==> src/rtl/systolic_ctrl_pkg.sv <==
// Shared types and width helpers for the weight-stationary array sequencer.
package systolic_ctrl_pkg;

    typedef enum logic [1:0] {
        S_PASSTHROUGH = 2'd0,
        S_LOAD        = 2'd1,
        S_PROCESS     = 2'd2
    } input_mux_t;

    typedef enum logic [2:0] {
        C_IDLE,
        C_SHIFT,
        C_LATCH,
        C_COMPUTE,
        C_DONE
    } ctrl_state_t;

    // One spare bit keeps len + ROWS + COLS - 2 from wrapping at the largest len.
    function automatic int phase_width(int len_w, int rows, int cols);
        int edge_w;
        edge_w = $clog2(rows + cols);
        return ((len_w > edge_w) ? len_w : edge_w) + 1;
    endfunction

    function automatic int row_idx_width(int rows);
        return (rows > 1) ? $clog2(rows) : 1;
    endfunction

endpackage

==> src/rtl/systolic_ctrl_if.sv <==
// Job request and array control bundle between a requester and systolic_ctrl.
interface systolic_ctrl_if #(
    parameter int ROWS  = 4,
    parameter int COLS  = 4,
    parameter int LEN_W = 8
);
    localparam int RW = systolic_ctrl_pkg::row_idx_width(ROWS);

    logic                          start_i;
    logic                          reuse_w_i;
    logic [LEN_W-1:0]              len_i;
    logic                          busy_o;
    logic                          done_o;
    systolic_ctrl_pkg::input_mux_t mux_o;
    logic [ROWS-1:0]               add_zero_o;
    logic                          w_rd_o;
    logic [RW-1:0]                 w_row_o;
    logic [ROWS-1:0]               act_valid_o;
    logic [COLS-1:0]               res_valid_o;

    modport master (
        output start_i, reuse_w_i, len_i,
        input  busy_o, done_o, mux_o, add_zero_o, w_rd_o, w_row_o,
               act_valid_o, res_valid_o
    );

    modport slave (
        input  start_i, reuse_w_i, len_i,
        output busy_o, done_o, mux_o, add_zero_o, w_rd_o, w_row_o,
               act_valid_o, res_valid_o
    );

endinterface

==> src/rtl/systolic_ctrl_skew_window.sv <==
// Half-open phase window: high while OFFSET <= t < OFFSET + k.
module skew_window #(
    parameter int OFFSET = 0,
    parameter int TW     = 9,
    parameter int LEN_W  = 8
) (
    input  logic [TW-1:0]    t,
    input  logic [LEN_W-1:0] k,
    output logic             hit
);
    localparam logic [TW-1:0] OFF = TW'(OFFSET);

    logic [TW-1:0] k_ext;
    assign k_ext = TW'(k);

    // A zero offset makes the lower bound trivially true for an unsigned phase.
    generate
        if (OFFSET == 0) begin : g_no_lower
            assign hit = (t < k_ext);
        end else begin : g_window
            assign hit = (t >= OFF) && (t < OFF + k_ext);
        end
    endgenerate

endmodule

==> src/rtl/systolic_ctrl.sv <==
// Job sequencer for a ROWS x COLS weight-stationary pe array: weight shift, latch,
// skewed activation streaming and per-column result strobes.
module systolic_ctrl
    import systolic_ctrl_pkg::*;
#(
    parameter int ROWS  = 4,
    parameter int COLS  = 4,
    parameter int LEN_W = 8
) (
    input  logic           clk_i,
    input  logic           rst_i,
    systolic_ctrl_if.slave bus
);
    localparam int TW = phase_width(LEN_W, ROWS, COLS);
    localparam int RW = row_idx_width(ROWS);
    localparam logic [TW-1:0] T_LAST_BASE = TW'(ROWS + COLS - 2);

    ctrl_state_t      state;
    logic [LEN_W-1:0] k;
    logic [TW-1:0]    t;
    logic [RW-1:0]    w_row;
    logic [TW-1:0]    t_last;

    assign t_last = TW'(k) + T_LAST_BASE;

    always_ff @(posedge clk_i) begin
        if (rst_i) begin
            state <= C_IDLE;
            k     <= '0;
            t     <= '0;
            w_row <= '0;
        end else begin
            case (state)
                C_IDLE: begin
                    if (bus.start_i) begin
                        k <= bus.len_i;
                        t <= '0;
                        if (bus.reuse_w_i) begin
                            state <= (bus.len_i != '0) ? C_COMPUTE : C_DONE;
                        end else if (ROWS > 1) begin
                            state <= C_SHIFT;
                            w_row <= RW'(ROWS - 1);
                        end else begin
                            state <= C_LATCH;
                            w_row <= '0;
                        end
                    end
                end
                // Bottom row goes first so it has travelled furthest when LATCH fires.
                C_SHIFT: begin
                    if (w_row == RW'(1)) begin
                        state <= C_LATCH;
                        w_row <= '0;
                    end else begin
                        w_row <= w_row - RW'(1);
                    end
                end
                C_LATCH: begin
                    t     <= '0;
                    state <= (k != '0) ? C_COMPUTE : C_DONE;
                end
                C_COMPUTE: begin
                    if (t == t_last) begin
                        state <= C_DONE;
                        t     <= '0;
                    end else begin
                        t <= t + TW'(1);
                    end
                end
                C_DONE:  state <= C_IDLE;
                default: state <= C_IDLE;
            endcase
        end
    end

    logic [ROWS-1:0] act_hit;
    logic [COLS-1:0] res_hit;

    generate
        for (genvar r = 0; r < ROWS; r++) begin : g_row_win
            skew_window #(.OFFSET(r), .TW(TW), .LEN_W(LEN_W)) u_act_win (
                .t   (t),
                .k   (k),
                .hit (act_hit[r])
            );
        end
        for (genvar c = 0; c < COLS; c++) begin : g_col_win
            skew_window #(.OFFSET(ROWS + c), .TW(TW), .LEN_W(LEN_W)) u_res_win (
                .t   (t),
                .k   (k),
                .hit (res_hit[c])
            );
        end
    endgenerate

    logic            in_compute;
    logic            w_rd;
    input_mux_t      mux;
    logic [ROWS-1:0] add_zero;

    assign in_compute = (state == C_COMPUTE);
    assign w_rd       = (state == C_SHIFT) || (state == C_LATCH);

    // Only row 0 starts a fresh sum; lower rows accumulate what arrives from above.
    always_comb begin
        mux      = S_PASSTHROUGH;
        add_zero = '1;
        case (state)
            C_LATCH: mux = S_LOAD;
            C_COMPUTE: begin
                mux         = S_PROCESS;
                add_zero    = '0;
                add_zero[0] = 1'b1;
            end
            default: mux = S_PASSTHROUGH;
        endcase
    end

    assign bus.busy_o      = (state != C_IDLE);
    assign bus.done_o      = (state == C_DONE);
    assign bus.mux_o       = mux;
    assign bus.add_zero_o  = add_zero;
    assign bus.w_rd_o      = w_rd;
    assign bus.w_row_o     = w_rd ? w_row : '0;
    assign bus.act_valid_o = in_compute ? act_hit : '0;
    assign bus.res_valid_o = in_compute ? res_hit : '0;

endmodule

==> src/flat_wrapper.sv <==
// flat-port wrapper written by rule: the top's interface ports become plain ports
module systolic_ctrl_flat import systolic_ctrl_pkg::*;
#(
    parameter int ROWS  = 4,
    parameter int COLS  = 4,
    parameter int LEN_W = 8
)
  (clk_i, rst_i, bus_start_i, bus_reuse_w_i, bus_len_i, bus_busy_o, bus_done_o, bus_mux_o, bus_add_zero_o, bus_w_rd_o, bus_w_row_o, bus_act_valid_o, bus_res_valid_o);
  systolic_ctrl_if #(.ROWS(ROWS), .COLS(COLS), .LEN_W(LEN_W)) bus_i ();
  input  logic clk_i;
  input  logic rst_i;
  input wire logic [$bits(bus_i.start_i)-1:0] bus_start_i;
  input wire logic [$bits(bus_i.reuse_w_i)-1:0] bus_reuse_w_i;
  input wire logic [$bits(bus_i.len_i)-1:0] bus_len_i;
  output wire logic [$bits(bus_i.busy_o)-1:0] bus_busy_o;
  output wire logic [$bits(bus_i.done_o)-1:0] bus_done_o;
  output wire logic [$bits(bus_i.mux_o)-1:0] bus_mux_o;
  output wire logic [$bits(bus_i.add_zero_o)-1:0] bus_add_zero_o;
  output wire logic [$bits(bus_i.w_rd_o)-1:0] bus_w_rd_o;
  output wire logic [$bits(bus_i.w_row_o)-1:0] bus_w_row_o;
  output wire logic [$bits(bus_i.act_valid_o)-1:0] bus_act_valid_o;
  output wire logic [$bits(bus_i.res_valid_o)-1:0] bus_res_valid_o;
  assign bus_i.start_i = bus_start_i;
  assign bus_i.reuse_w_i = bus_reuse_w_i;
  assign bus_i.len_i = bus_len_i;
  assign bus_busy_o = bus_i.busy_o;
  assign bus_done_o = bus_i.done_o;
  assign bus_mux_o = bus_i.mux_o;
  assign bus_add_zero_o = bus_i.add_zero_o;
  assign bus_w_rd_o = bus_i.w_rd_o;
  assign bus_w_row_o = bus_i.w_row_o;
  assign bus_act_valid_o = bus_i.act_valid_o;
  assign bus_res_valid_o = bus_i.res_valid_o;
  systolic_ctrl #(.ROWS(ROWS), .COLS(COLS), .LEN_W(LEN_W)) u_core (.clk_i(clk_i), .rst_i(rst_i), .bus(bus_i));
endmodule
==> config.mk <==
export PLATFORM = sky130hd
export DESIGN_NAME = systolic_ctrl_flat
export DESIGN_NICKNAME = d
export VERILOG_FILES = /design/src/rtl/systolic_ctrl_pkg.sv /design/src/rtl/systolic_ctrl_if.sv /design/src/rtl/systolic_ctrl_skew_window.sv /design/src/rtl/systolic_ctrl.sv /design/src/flat_wrapper.sv
export SDC_FILE = /design/constraint.sdc
export NUM_CORES = 1
export LEC_CHECK = 0
export CORE_MARGIN = 3
export CORE_UTILIZATION = 55
export DETAILED_ROUTE_END_ITERATION = 16
export PLACE_DENSITY = 0.85
export SYNTH_ARGS = -nofsm -noshare
export SYNTH_HDL_FRONTEND = slang
export SYNTH_SLANG_ARGS = --single-unit
==> constraint.sdc <==
create_clock -name clk_i -period 3.6 [get_ports clk_i]
set_clock_uncertainty 0.15 [all_clocks]
set_input_delay 0.72 -clock clk_i [delete_from_list [all_inputs] [get_ports clk_i]]
set_output_delay 0.72 -clock clk_i [all_outputs]
set_load 0.005 [all_outputs]
==> impl_metrics.ini <==
[floorplanning]
io_pins = 31
fp.dieW_um = 82.30
chipHeight_um = 82.30
core_um2 = 5574
fp-row-count = 27
die_area_um2 = 6773
start_util_pct = 57.44

[synth]
ys_types = 43
synth_area_leaders = ha_1, dfxtp_1, xnor2_1
async_reset_ff_share_pct = 0
ys_seq_area_share_pct = 13.76
syn_inst = 411
syn_area_um2 = 3202
avgSynthCellArea_um2 = 7.790
yosys_warnings = 0
ys.flop_type = dfxtp_1
synth_edf_count = 0
synth_nets = 498
synth_top_area_share_pct = 29.31
synth_commonest_cells = ha_1, nor2_1, xnor2_1
synth.most_common_cell = ha_1
synth-seq-cells = 22
synth_area_leader_cell = ha_1

[route]
viasPerCell = 6.081
drtIter0Drc = 260
routedWlPerCell_um = 17.92
drc = 0
dr_total_vias = 3247
firstDrtPassIters = 5
totalWireLength_mm = 9.568
final_antenna_net_count = 0

[finish]
syn_to_final_growth_pct = 22.59
num_antenna_cells = 0
stdcell_area_um2 = 3925
ff_latch_area_um2 = 454.2
nNetsFinal = 550
drive_gt1_share_pct = 15.80
instances_no_fill = 534
multi_input_area_um2 = 2668
fill_cells = 441

[global_route]
grt_remaining_overflow = 0
gr-usage-all-layers_pct = 29.23
grt_pass1_vias = 3211
antenna_found_initial = 0
grt_max_degree = 15
grt_pass1_wl_mm = 15.32

[clock_network]
path_clk_slew_ns = 0.09
clk_path_buf_depth = 2
root_buffer = clkbuf_8
hold_buffers = 0
cts_tree = done
insertion_delay_ns = 0.26
h-tree-depth = 1
clock-sinks = 22
numCtsBuffers = 3

[timing]
hold_violations = 0
fmax_mhz = 281.4
hold_ws_ns = 0.3510
min_period_over_period_pct = 98.70
tightestPinTransition_ns = 0.6976
period_minus_slack_ns = 3.553
slew_headroom_pct = 53.43
drv_slew = 0
setup_violations = 0

[placement]
post-place-cells = 524
gp_congestion = 1.001
io_buffers = 29
dpl_cell_area_um2 = 3694
dp_hpwl_mm = 7.034

[worst_setup_path]
crit_type = register to primary output
startpoint_type = register
required_ns = 2.73
arrival_ns = 2.68
end_kind = primary output
crit_fanout = 4

[run_status]
status = finished clean

[hold_path]
worstHoldPathType = register to register

[pwr]
max-vdd-ir-drop_mv = 0.4035
leakage_nw = 1.717
power_density_nw_per_um2 = 463.0

[flow_run]
maxCapViolCount = 0
metrics by stage:
step | total power [mW] | util, % | setup slack (ns) | TNS [ns]
after floorplan | 1.108 | - | 0.2958 | 0
after global placement | 1.442 | 66.26 | 0.02628 | 0
after detailed placement | 1.482 | 66.26 | -0.06039 | -0.06571
after CTS | 1.762 | 69.32 | 0.008147 | 0
after global routing | 1.960 | 70.42 | -0.05858 | -0.05858
final | 1.817 | 70.42 | 0.04683 | 0
per-layer routing:
metal	wire, um	share of wire, %	vias up	GRT usage (%)
met5	0	0	-	0
met4	309	3.2	0	11.46
met3	664	6.9	34	4.121
met2	4651	49	158	50.96
met1	3943	41	1513	35.94
li1	-	-	1542	-
cells in the final DEF (no fill, tap or decap), types with 6 or more instances in the layout:
master           count
nand2_1             35
dfxtp_1             15
nor2b_1              6
buf_4               34
nor3_1               7
o21a_1               7
inv_1               22
a211oi_1             7
a211o_1              6
clkdlybuf4s50_1     22
xnor2_1             38
nor2_1              46
a21oi_1             25
nand3_1              7
nand2b_1             9
o21ai_0             16
ha_1                70
worst paths after layout:
kind / slack, ns / to / depth (start not counted) / from
setup / recovery: 0.05 / bus_act_valid_o[3] / 12 / u_core.k[1]$_SDFFE_PP0P_
hold / removal: 0.35 / u_core.w_row[1]$_SDFFE_PP0P_ / 2 / u_core.w_row[1]$_SDFFE_PP0P_
setup reg to reg: 0.78 / u_core.state[1]$_SDFFE_PP0P_ / 13 / u_core.k[2]$_SDFFE_PP0P_
hold reg to reg: 0.35 / u_core.w_row[1]$_SDFFE_PP0P_ / 2 / u_core.w_row[1]$_SDFFE_PP0P_
what timing repair did:
item | 4_1_cts | 5_1_grt
setup buffers | 5 | 1
endpoints found under the hold margin | 0 | 0
gates resized for setup | 27 | 19
pin swaps | 4 | 3
endpoints found under the setup margin | 7 | 6
area by class of cell:
type	count	area share, %
Sequential cell	22	11.57
Inverter	25	2.391
Timing Repair Buffer	64	13.96
Clock buffer	3	1.052
Clock inverter	1	0.7651
Tap cell	72	2.295
Multi-Input combinational cell	347	67.96
worst max-delay path, stage by stage (launching register included):
cell and delay [ns]:
dfxtp_2 0.35, inv_2 0.07, buf_4 0.15, ha_1 0.22
a21oi_2 0.17, nor2_1 0.07, xnor2_1 0.14, ha_1 0.20
a211o_1 0.33, o2111ai_2 0.19, a21oi_1 0.09, a211oi_2 0.18
dlygate4sd2_1 0.26
where the power goes:
| part | switching, mW | internal, mW |
|---|---|---|
| clock network | 0.0836 | 0.148 |
| logic | 0.636 | 0.557 |
| registers | 0.0942 | 0.299 |
| total | 0.813 | 1.00 |
sequential cells by signal (all words and copies together), names as in the netlist:
signal and flops:
u_core.t 9, u_core.k 8, u_core.state 3, u_core.w_row 2
kinds of logic (layout without fill, tap and decap cells):
| group | count (synthesis) | after routing | share of synthesized area, % |
|---|---|---|---|
| flip-flops | 22 | 22 | 13.76 |
| buffers and inverters | 42 | 93 | 6.252 |
| adder cells (fa/ha/maj) | 75 | 75 | 29.31 |
| AND/OR/NAND/NOR | 136 | 136 | 19.81 |
| AO/OA/AOI/OAI | 91 | 91 | 18.72 |
| XOR/XNOR | 44 | 44 | 12.04 |
| other | 1 | 1 | 0.1171 |
(Power assumes the default switching activity.)
